<file path="src/rtl/duty_clk_pkg.sv">
// Shared types and constants for the duty-cycle clock controller.
// Holds the FSM state encoding, reset-default waveform and config legality check.
package duty_clk_pkg;

  typedef enum logic [1:0] {
    StIdle,
    StRun,
    StStopping
  } state_e;

  localparam int unsigned CNT_W_C      = 8;
  localparam int unsigned DEF_PERIOD_C = 10;
  localparam int unsigned DEF_HIGH_C   = 3;

  // A period shorter than 2 cannot produce a meaningful waveform.
  function automatic logic cfg_legal(input int unsigned period, input int unsigned high);
    return (period >= 2) && (high <= period);
  endfunction

endpackage

</file>
<file path="src/rtl/duty_counter.sv">
// Period counter and registered waveform generation for duty_clk_ctrl.
// The first running cycle only arms the counter, so output starts two cycles after the start.
module duty_counter
  import duty_clk_pkg::*;
#(
  parameter int unsigned CNT_W = CNT_W_C
) (
  input  logic             clk_in,
  input  logic             rst,
  input  logic             run,
  input  logic [CNT_W-1:0] period,
  input  logic [CNT_W-1:0] high,
  output logic             wrap,
  output logic             clk_out,
  output logic             period_tick
);

  logic             armed_q;
  logic [CNT_W-1:0] count_q;
  logic             clk_q;
  logic             tick_q;

  assign wrap        = armed_q && (count_q == period - CNT_W'(1));
  assign clk_out     = clk_q;
  assign period_tick = tick_q;

  always_ff @(posedge clk_in or posedge rst) begin
    if (rst) begin
      armed_q <= 1'b0;
      count_q <= '0;
      clk_q   <= 1'b0;
      tick_q  <= 1'b0;
    end else if (!run) begin
      armed_q <= 1'b0;
      count_q <= '0;
      clk_q   <= 1'b0;
      tick_q  <= 1'b0;
    end else if (!armed_q) begin
      armed_q <= 1'b1;
      count_q <= '0;
      clk_q   <= 1'b0;
      tick_q  <= 1'b0;
    end else begin
      clk_q   <= (count_q < high);
      tick_q  <= (count_q == '0);
      count_q <= wrap ? '0 : count_q + CNT_W'(1);
    end
  end

endmodule

</file>
<file path="src/rtl/duty_clk_ctrl.sv">
// Programmable duty-cycle clock generator: run/stop FSM plus shadow/active config.
// New settings take effect only at a period boundary, or at once when idle.
module duty_clk_ctrl
  import duty_clk_pkg::*;
#(
  parameter int unsigned CNT_W      = CNT_W_C,
  parameter int unsigned DEF_PERIOD = DEF_PERIOD_C,
  parameter int unsigned DEF_HIGH   = DEF_HIGH_C
) (
  input  logic             clk_in,
  input  logic             rst,
  input  logic             enable,
  input  logic             cfg_valid,
  input  logic [CNT_W-1:0] cfg_period,
  input  logic [CNT_W-1:0] cfg_high,
  output logic             cfg_ready,
  output logic             cfg_err,
  output logic             clk_out,
  output logic             period_tick,
  output logic             busy
);

  state_e           state_q;
  logic             busy_q;
  logic [CNT_W-1:0] act_period_q;
  logic [CNT_W-1:0] act_high_q;
  logic [CNT_W-1:0] shd_period_q;
  logic [CNT_W-1:0] shd_high_q;
  logic             pending_q;
  logic             ready_q;
  logic             err_q;

  logic wrap;
  logic xfer;
  logic legal;
  logic apply;

  assign xfer      = cfg_valid && ready_q;
  assign legal     = cfg_legal(32'(cfg_period), 32'(cfg_high));
  assign apply     = pending_q && (wrap || (state_q == StIdle));
  assign cfg_ready = ready_q;
  assign cfg_err   = err_q;
  assign busy      = busy_q;

  always_ff @(posedge clk_in or posedge rst) begin
    if (rst) begin
      state_q <= StIdle;
      busy_q  <= 1'b0;
    end else begin
      unique case (state_q)
        StIdle: begin
          if (enable) begin
            state_q <= StRun;
            busy_q  <= 1'b1;
          end
        end
        StRun: begin
          if (!enable) state_q <= StStopping;
        end
        StStopping: begin
          // A re-raised enable wins over the final wrap, so running never gaps.
          if (enable) begin
            state_q <= StRun;
          end else if (wrap) begin
            state_q <= StIdle;
            busy_q  <= 1'b0;
          end
        end
        default: begin
          state_q <= StIdle;
          busy_q  <= 1'b0;
        end
      endcase
    end
  end

  always_ff @(posedge clk_in or posedge rst) begin
    if (rst) begin
      act_period_q <= CNT_W'(DEF_PERIOD);
      act_high_q   <= CNT_W'(DEF_HIGH);
      shd_period_q <= '0;
      shd_high_q   <= '0;
      pending_q    <= 1'b0;
      ready_q      <= 1'b1;
      err_q        <= 1'b0;
    end else begin
      err_q <= xfer && !legal;
      if (xfer && legal) begin
        shd_period_q <= cfg_period;
        shd_high_q   <= cfg_high;
        pending_q    <= 1'b1;
        ready_q      <= 1'b0;
      end else if (apply) begin
        act_period_q <= shd_period_q;
        act_high_q   <= shd_high_q;
        pending_q    <= 1'b0;
        ready_q      <= 1'b1;
      end
    end
  end

  duty_counter #(
    .CNT_W(CNT_W)
  ) u_counter (
    .clk_in     (clk_in),
    .rst        (rst),
    .run        (state_q != StIdle),
    .period     (act_period_q),
    .high       (act_high_q),
    .wrap       (wrap),
    .clk_out    (clk_out),
    .period_tick(period_tick)
  );

endmodule
</file>
<file path="config.mk">
export PLATFORM = sky130hd
export DESIGN_NAME = duty_clk_ctrl
export DESIGN_NICKNAME = d
export VERILOG_FILES = /design/src/rtl/duty_clk_pkg.sv /design/src/rtl/duty_counter.sv /design/src/rtl/duty_clk_ctrl.sv
export SDC_FILE = /design/constraint.sdc
export NUM_CORES = 1
export LEC_CHECK = 0
export ABC_CLOCK_PERIOD_IN_PS = 2600
export CAP_MARGIN = 20
export CORE_MARGIN = 2
export CORE_UTILIZATION = 45
export CTS_CLUSTER_SIZE = 24
export DETAILED_ROUTE_END_ITERATION = 16
export PLACE_DENSITY_LB_ADDON = 0.15
export SETUP_SLACK_MARGIN = 0.3
export SKIP_CTS_REPAIR_TIMING = 1
export SYNTH_ARGS = -nofsm -noshare
export SYNTH_HDL_FRONTEND = slang
export SYNTH_SLANG_ARGS = --single-unit
</file>
<file path="constraint.sdc">
create_clock -name clk_in -period 2.6 [get_ports clk_in]
set_input_delay 0.65 -clock clk_in [delete_from_list [all_inputs] [get_ports clk_in]]
set_output_delay 0.65 -clock clk_in [all_outputs]
set_load 0.02 [all_outputs]
</file>
==> results.cfg, run 1 <==
[setup_path]
crit_family = flip-flops
slowest_delay_ps = 550
crit_path_end_kind = register
path_buf_inv = 2
worstPathRequired_ps = 2790
cp.arrival_ps = 2800
start_kind = register
slowest_stage = dfstp_2
critPathMaxFanout = 8
crit_chain = inv_2 -> ha_4 -> xor2_2 -> nand3_2 -> nor4b_4 -> o211ai_4 -> a211oi_4 -> clkbuf_16 -> mux2_4
worstSetupPathType = reg2reg

[routing]
drt-initial-drc-count = 48
drt_first_pass_iters = 4
antenna_left = 0
vias_per_cell = 5.10
drc = 0
vias = 1848
wl_per_cell_um = 15.2
wirelength_um = 5510

[logic_synthesis]
yosysMostFrequentCell = dfrtp_1
async_reset_ff_share_pct = 100
synth_area_leaders = dfrtp_1 41%, mux2_2 9.6%, ha_1 8.4%
ys_seq_area_share_pct = 45.8
synth.largest_area_cell = dfrtp_1
synth-main-ff-cell = dfrtp_1
yosysUniqueCellTypes = 50
synth.top_cell.area_share_pct = 40.9
yosysWarnings = 0
netlist_instances = 226
synth_edf_count = 0
synth_area_um2 = 2690
syn_nets = 264
synth_commonest_cells = 44 x dfrtp_1, 24 x inv_1, 23 x mux2_2
postSynthAreaPerCell_um2 = 11.9
synth-seq-cells = 49

[cells_and_area]
drive_above_1_share_pct = 40.8
area_growth_pct = 31.2
diodes = 0
final_util_pct = 60.4
nets = 324
final_cell_area_um2 = 3530

[outcome]
status = complete, but fails checks
violations = setup timing

[die]
num_io_pins = 25
initial_core_util_pct = 46.0
core-area_um2 = 5850
fp-row-count = 28
die_x_um = 81.4
die_area_um2 = 6620
die_y_um = 81.4

[grt]
antenna_found_initial = 0
grt_pass1_vias = 1804
grt_max_degree = 25
grt_pass1_wl_um = 9020
gr-total-overflow = 0
track_usage_pct = 18.2

[timing]
finClkSkew_ps = 5.48
final_hold_viol_count = 0
worst_slew_pin_slew_ps = 470
rsz0062_at_grt = yes
final_max_slew_viol_count = 0
finalSetupViolCount = 5
slew_headroom_pct = 68.6
finalWorstSetupSlack_ps = -15.2
fmax_mhz = 382
period_needed_ps = 2620
finalCritPeriodShare_pct = 101
timing.setup.tns_ps = -35.0
fin_hold_ws_ps = 511

[clock_tree]
cts_max_level = 2
cts-root-buf = clkbuf_8
clock_path_buffers = 2
path_clk_slew_ps = 90
cts.sinks = 49
cts_tree = yes
numCtsBuffers = 5
clk_latency_ps = 300

[run]
drv_cap = 0

[placed_design]
placed_area_um2 = 3300
place_congestion = 0.793
dp_hpwl_um = 4170
pre_cts_ws_ps = -431
numPortBuffers = 24

[power_and_ir_drop]
p_per_area_nw_per_um2 = 849
vdd_ir_drop_max_mv = 0.330
p_leak_nw = 1.67

[min_path]
hold_path.class = reg2reg
-- power breakdown --
part,switching (W),leakage (nW),total (W),internal [W]
Sequential,0.000209,0.593,0.00129,0.00108
Clock,0.000249,0.0445,0.000465,0.000217
Combinational,0.000503,1.04,0.00125,0.000745
-- metrics by stage --
stage	power, W	std cells
2_1_floorplan	0.00210	226
3_3_place_gp	0.00238	348
3_5_place_dp	0.00242	348
4_1_cts	0.00289	356
5_1_grt	0.00320	362
6_report	0.00300	362
-- worst paths after layout --
kind / startpoint / to / slack, ps / cells past startpoint
min in group asynchronous: rst / shd_high_q[1]$_DFFE_PP0P_ / 670 / 2
worst max-delay path: act_period_q[1]$_DFFE_PP1P_ / act_high_q[3]$_DFFE_PP0P_ / -20 / 9
worst max register to register: act_period_q[1]$_DFFE_PP1P_ / act_high_q[3]$_DFFE_PP0P_ / -20 / 9
worst min-delay path: shd_period_q[7]$_DFFE_PP0P_ / act_period_q[7]$_DFFE_PP0P_ / 510 / 1
worst min register to register: shd_period_q[7]$_DFFE_PP0P_ / act_period_q[7]$_DFFE_PP0P_ / 510 / 1
max in group asynchronous: rst / act_period_q[3]$_DFFE_PP1P_ / 1300 / 3
-- cell type report --
class	instances	area (um^2)
multi-input combinational	148	1480
clock buffer	7	86.3
fill	485	2320
clock inverter	1	7.51
timing repair buffer	58	533
sequential	49	1230
tap	75	93.8
inverter	24	103
-- state kept, by name (all words and copies together) (netlist names), 2 cells and up --
signal / cells
shd_high_q: 8
shd_period_q: 8
act_period_q: 8
act_high_q: 8
u_counter.count_q: 8
state_q: 2
-- cells in the final DEF (no fill, tap or decap), drive strengths merged, types with 2 or more instances in the layout --
| cell type | n |
|---|---|
| dfrtp | 44 |
| dlymetal6s2s | 11 |
| xor2 | 8 |
| ha | 18 |
| and3 | 2 |
| inv | 24 |
| clkdlybuf4s50 | 8 |
| nor2 | 11 |
| o21ai | 4 |
| mux2 | 32 |
| a31oi | 2 |
| nor2b | 3 |
| a21oi | 8 |
| clkbuf | 13 |
| nand2b | 3 |
| o211ai | 3 |
| nand3 | 11 |
| buf | 33 |
| a211oi | 2 |
| nand2 | 5 |
| or2 | 2 |
| and3b | 2 |
| nor4 | 3 |
| nand4 | 3 |
| xnor2 | 6 |
| dfstp | 5 |
| nor3 | 4 |
| nor4b | 2 |
| a21o | 3 |
-- cells by family after synthesis --
group | Yosys count | share of synthesized area (%)
AND/OR/NAND/NOR | 57 | 13.4
flip-flops | 49 | 45.8
multiplexers | 32 | 14.6
buffers and inverters | 29 | 5.25
AO/OA/AOI/OAI | 27 | 8.04
adder cells (fa/ha/maj) | 18 | 8.36
XOR/XNOR | 14 | 4.55
-- routing by layer --
metal | part of all wire, % | vias up | routed length [um] | track usage (%)
met5 | 0 | - | 0 | 0
met4 | 0.94 | 0 | 52 | 5.08
met3 | 3.2 | 5 | 179 | 3.89
met2 | 50 | 29 | 2770 | 30.2
met1 | 46 | 901 | 2510 | 23.9
li1 | - | 913 | - | -
No activity file was read; power rests on OpenSTA's default activity.
==> run 2, diff against run 1 <==
--- a/config.mk
+++ b/config.mk
@@ -9,7 +9,7 @@
 export CAP_MARGIN = 20
 export CORE_MARGIN = 2
 export CORE_UTILIZATION = 45
-export CTS_CLUSTER_SIZE = 24
+export CTS_CLUSTER_SIZE = 20
 export DETAILED_ROUTE_END_ITERATION = 16
 export PLACE_DENSITY_LB_ADDON = 0.15
 export SETUP_SLACK_MARGIN = 0.3
==> results of run 2 <==
No change in the layout: final DEF, timing and power equal those of run 1.
==> variant 1: new RTL, flow settings as in run 1 <==
Change the package constant `CNT_W_C` from 8 to 12.
--- a/src/rtl/duty_clk_pkg.sv
+++ b/src/rtl/duty_clk_pkg.sv
@@ -9,5 +9,5 @@
   } state_e;
 
-  localparam int unsigned CNT_W_C      = 8;
+  localparam int unsigned CNT_W_C      = 12;
   localparam int unsigned DEF_PERIOD_C = 10;
   localparam int unsigned DEF_HIGH_C   = 3;
Interface: changed (resized cfg_high and cfg_period); port bits go from 25 to 33. The function was not compared with the original's and may differ.
==> variant 1 against run 1 <==
Via count grew 43%. Sequential cell count grew 20. Non-clock buffer count grew 23. First-iteration DRC count grew 60%. Sequential share of layout area shrank 1.9 points. Total power grew 57%. Worst setup slack gained 57 ps. Die area grew 37%. Area after synthesis grew 39%. Wire length grew 54%. Final cell count grew 43%. Design area grew 49%. Largest cell class unchanged.
==> variant 1: results (changes against run 1) <==
Run status
  – Status: completed

Placed design
  – Routability cong.: 0.833 (+5.1%)
  – DP HPWL: 5.79 mm (+39%)
  – Dpl cell area: 4510 um^2 (+37%)
  – Post-Place Setup Slack: -784 ps (-353 ps)
  – Port buffer count: 32 (+33%)

STA
  – Setup_tns: 0 ps (+35.0 ps)
  – Min Hold Slack: 508 ps (-2.19 ps)
  – Slew margin rel.: 61.1% (-7.5 points)
  – Clock Skew: 12.5 ps (+7.02 ps)

Yosys
  – Synthesized Nets: 377 (+43%)
  – Top cells by area, synth: dfrtp_1 43%, mux2_2 8.7%, ha_1 8.7%
  – Distinct cells, synth: 45 (-10%)
  – Sequential area share after synthesis: 46.2% (+0.43 points)
  – Commonest cells in the synthesized netlist: 64 x dfrtp_1, 33 x inv_1, 29 x mux2_2, 26 x ha_1, 22 x nor2_1

GRT
  – Largest net degree at the start of global routing: 27 (+8.0%)
  – First-pass GRT wire length: 12.5 mm (+39%)
  – Global-route usage over all layers: 18.4% (+0.19 points)
  – Vias in the first global route: 2,585 (+43%)

Worst hold path
  – Number of cells on the worst hold path: 1 (unchanged)
  – Hold Path End: act_high_q[5]
  – Hold path startpoint: shd_high_q[5]

Clock network
  – Clock Latency Late Sink: 350 ps (+50 ps)
  – CTS buffer count: 9 (+4)
  – CTS H-tree lvls: 3 (+1)

Route
  – Iter 0 DRT Violations: 77 (+60%)
  – Post-Route WL: 8.49 mm (+54%)
  – Via/cell ratio: 5.09 (-0.24%)
  – DR DRC count: 0 (unchanged)

Pwr
  – Static Leak: 0.00263 uW (+57%)
  – Sw power: 1470 uW (+53%)
  – VDD IR max: 444 uV (+35%)
  – P_int: 3250 uW (+59%)

Cells and area
  – Nets: 462 (+43%)
  – Share of layout cells above drive strength 1: 42.4% (+1.6 points)

Setup path
  – Worst flop-to-flop path endpoint: act_high_q[9]
  – Crit path max fanout: 7 (-1)
## variant 1: cell count changes in the layout (fill, tap and decap cells not counted), moves of 6 or more
cell and change:
mux2_4 +21, dfrtp_1 +20, xnor2_1 +11, inv_1 +9, dlymetal6s2s_1 +8, nor2_2 +8, buf_4 +6
## variant 1: area by class of cell
cell class	count	area, um^2
Clock buffer	11	141
Tap cell	105	131
Timing Repair Buffer	81	860
Clock inverter	5	83.8
Multi-Input combinational cell	214	2170
Inverter	33	133
Fill cell	603	2890
Sequential cell	69	1730
## variant 1: cells by family after synthesis
kind of cell | count (synthesis) | share of synthesized area, %
buffers and inverters | 41 | 4.60
xor gates and xnor gates | 29 | 6.77
AOI/OAI and AO/OA | 32 | 6.17
DFF | 69 | 46.2
adders and majority gates | 26 | 8.67
and+or+nand+nor | 78 | 11.3
muxes | 48 | 16.3
## variant 1: how the worst max path moves through the flow
stage	startpoint	end	slack (ps)
detailed placement	cfg_period[1]	shd_high_q[8]	-780
global route	act_period_q[1]	act_high_q[7]	-80
global placement	cfg_period[1]	shd_high_q[10]	-760
floorplan	cfg_high[1]	act_high_q[10]	-40
CTS	cfg_period[1]	shd_period_q[1]	-420
finish	act_period_q[1]	act_high_q[9]	40
## variant 1: worst reg2reg max path: stages (launching register included)
cell and delay, ps:
dfstp_2 540, inv_2 50, ha_4 250, xor2_1 130, nand3_1 90, or4_4 430, nor4_4 280, o211ai_4 180
clkbuf_16 210, mux2_4 290
## variant 1: stage by stage
stage | util, % | instances
floorplan | - | 323
global placement | 55.4 | 491
detailed placement | 55.4 | 491
CTS | 58.2 | 507
global route | 64.5 | 518
finish | 64.5 | 518
## variant 1: power groups by stage
stage	registers (uW)	logic (uW)	clock network, uW
6_report	1860	1860	1000
5_1_grt	1910	2020	1070
4_1_cts	1830	1550	1020
3_5_place_dp	1850	1540	0
3_3_place_gp	1840	1500	0
2_1_floorplan	1750	1150	0
## variant 1: layer usage
metal	GRT usage [%]	part of all wire [%]
met1	25.9	48
met2	27.9	48
met3	3.87	2.3
met4	7.00	1.6
met5	0	0
==> variant 2: new RTL, flow settings as in run 1 <==
Without the edit above. The 3 states of `state_e` get a one-hot encoding in 3 bits.
--- a/src/rtl/duty_clk_pkg.sv
+++ b/src/rtl/duty_clk_pkg.sv
@@ -3,8 +3,8 @@
 package duty_clk_pkg;
 
-  typedef enum logic [1:0] {
-    StIdle,
-    StRun,
-    StStopping
+  typedef enum logic [2:0] {
+    StIdle     = 3'b001,
+    StRun      = 3'b010,
+    StStopping = 3'b100
   } state_e;
 
Check against the original RTL: no difference found for any inputs over 10 cycles, from zero or initial values and one cycle with rst high; not proved beyond that.
==> variant 2 against run 1 <==
Sequential cell count is 1 higher. Wire length is 4.1% higher. Global-route usage is 0.28 points lower. Design area is 2.2% higher. Total power is 11% higher. Critical path depth is 1 higher. Maximum frequency is 8.4% higher. First-iteration DRC count is 25% higher. Clock skew is 5.5 ps higher. Worst setup slack better by 200 ps. Area after synthesis hardly changed.
==> variant 2: results (changes against run 1) <==
Run status
  – Status: completed

Cells and area
  – N_diodes: 0 (unchanged)
  – Share of layout cells above drive strength 1: 34.6% (-6.2 points)
  – Fill cells: 474 (-2.3%)
  – Nets: 335 (+3.4%)

Route
  – DR pass1 iterations: 5 (+1)
  – Iter 0 DRT Violations: 60 (+25%)
  – Wire per inst: 15.4 um (+1.1%)
  – Via count: 1,933 (+4.6%)

STA
  – Clock Skew: 10.9 ps (+5.45 ps)
  – Slew margin rel.: 71.5% (+2.9 points)

Clock network
  – Reg clk slew, reported paths: approximately 100 ps
  – CTS Root Cell: clkbuf_8
  – Clock Latency Late Sink: a little over 300 ps
  – Maximum clock path buffer count: 2 (unchanged)
  – CTS H-tree lvls: 2 (unchanged)
  – CTS buffer count: 5 (unchanged)

Setup path
  – Worst path slowest cell: a221o_1
  – Arrival time at the worst endpoint: 2620 ps (-180 ps)
  – Worst flop-to-flop path endpoint: act_high_q[3]
  – Crit path max fanout: 6 (-2)
  – CP delay by family, top: compound AO/OA/AOI/OAI gates
  – R2R cell count: 8 (-1)
  – FF-to-FF Start: act_period_q[1]
  – Worst reg-to-reg setup slack: 200 ps (+220 ps)
  – Crit-path max cell delay: 360 ps (-190 ps)

Placed design
  – DP HPWL: 3.90 mm (-6.5%)
  – Port buffer count: 24 (unchanged)
  – Post-Place Setup Slack: -503 ps (-71.8 ps)
  – Routability cong.: 0.741 (-6.5%)

Yosys
  – Top cells by area, synth: dfrtp_1 41%, ha_1 8.4%, dfstp_2 5.8%
  – Distinct cells, synth: 48 (-4.0%)
  – Sequential area share after synthesis: 46.7% (+0.93 points)
  – Post-synth ARST share: 100% (unchanged)
  – Synthesized Nets: 280 (+6.1%)
  – Total of warnings raised by yosys: 0 (unchanged)
  – Post-synth top area share: 40.9% (about the same)
  – Commonest cells in the synthesized netlist: 44 x dfrtp_1, 26 x inv_1, 18 x ha_1, 15 x nand2_1

GRT
  – Largest net degree at the start of global routing: 51 (+100%)
  – First-pass GRT wire length: 8.98 mm (-0.39%)
  – Vias in the first global route: 1,908 (+5.8%)
  – Global-route usage over all layers: 17.9% (-0.28 points)
  – Initial antenna violation count: 0 (unchanged)

Worst hold path
  – Hold Path Class: flop to flop
  – Number of cells on the worst hold path: 2 (+1)
  – Hold path startpoint: shd_high_q[0]
  – Hold Path End: shd_high_q[0]

Pwr
  – Static Leak: 0.00181 uW (+8.3%)
  – VDD IR max: 383 uV (+16%)

Run
  – Max cap viols: 0 (unchanged)
variant 2: logic make-up after synthesis:
logic type / share of synthesized area, %
xor+xnor: 4.87
fa+ha+maj: 8.36
mux: 11.4
flops: 46.7
simple gates: 13.5
buf+inv: 5.06
compound gates: 10.1
variant 2: worst min-delay path: stages (launching register included):
cell and delay, ps:
dfrtp_1 360, nand2_1 50, o21ai_0 50
variant 2: how the worst max path moves through the flow:
stage / startpoint / endpoint / slack, ps
6_report: cfg_period[3] / act_high_q[3] / 190
5_1_grt: act_period_q[1] / act_high_q[3] / 110
4_1_cts: cfg_period[2] / act_period_q[5] / -190
3_5_place_dp: cfg_period[2] / act_period_q[0] / -500
3_3_place_gp: cfg_period[2] / act_high_q[2] / -480
2_1_floorplan: cfg_high[2] / act_high_q[2] / 30
variant 2: report_power, final:
group	switching [uW]	internal, uW	leakage [uW]
clock	280	294	0.0000591
combinational	621	758	0.00112
sequential	272	1100	0.000634
variant 2: metrics by stage:
step	instances	instance area, um^2	hold WS (ps)
after global placement	355	3230	463
after global routing	373	3610	522
after CTS	363	3350	494
final	373	3610	492
after detailed placement	355	3230	473
after floorplan	242	2770	443
variant 2: metal layers:
layer | global-route usage [%] | routed length [um] | part of all wire (%) | vias to the layer above
met5 | 0 | 0 | 0 | -
met4 | 5.08 | 127 | 2.2 | 0
met3 | 3.00 | 159 | 2.8 | 14
met2 | 30.4 | 2870 | 50 | 36
met1 | 23.6 | 2580 | 45 | 931
li1 | - | - | - | 952
variant 2: layout make-up:
cell class	count	share of cell area (%)
clock buffer	5	1.91
clock inverter	3	1.32
inverter	26	3.05
multi-input combinational	160	40.3
sequential	50	34.9
tap	75	2.60
timing repair buffer	54	16.0
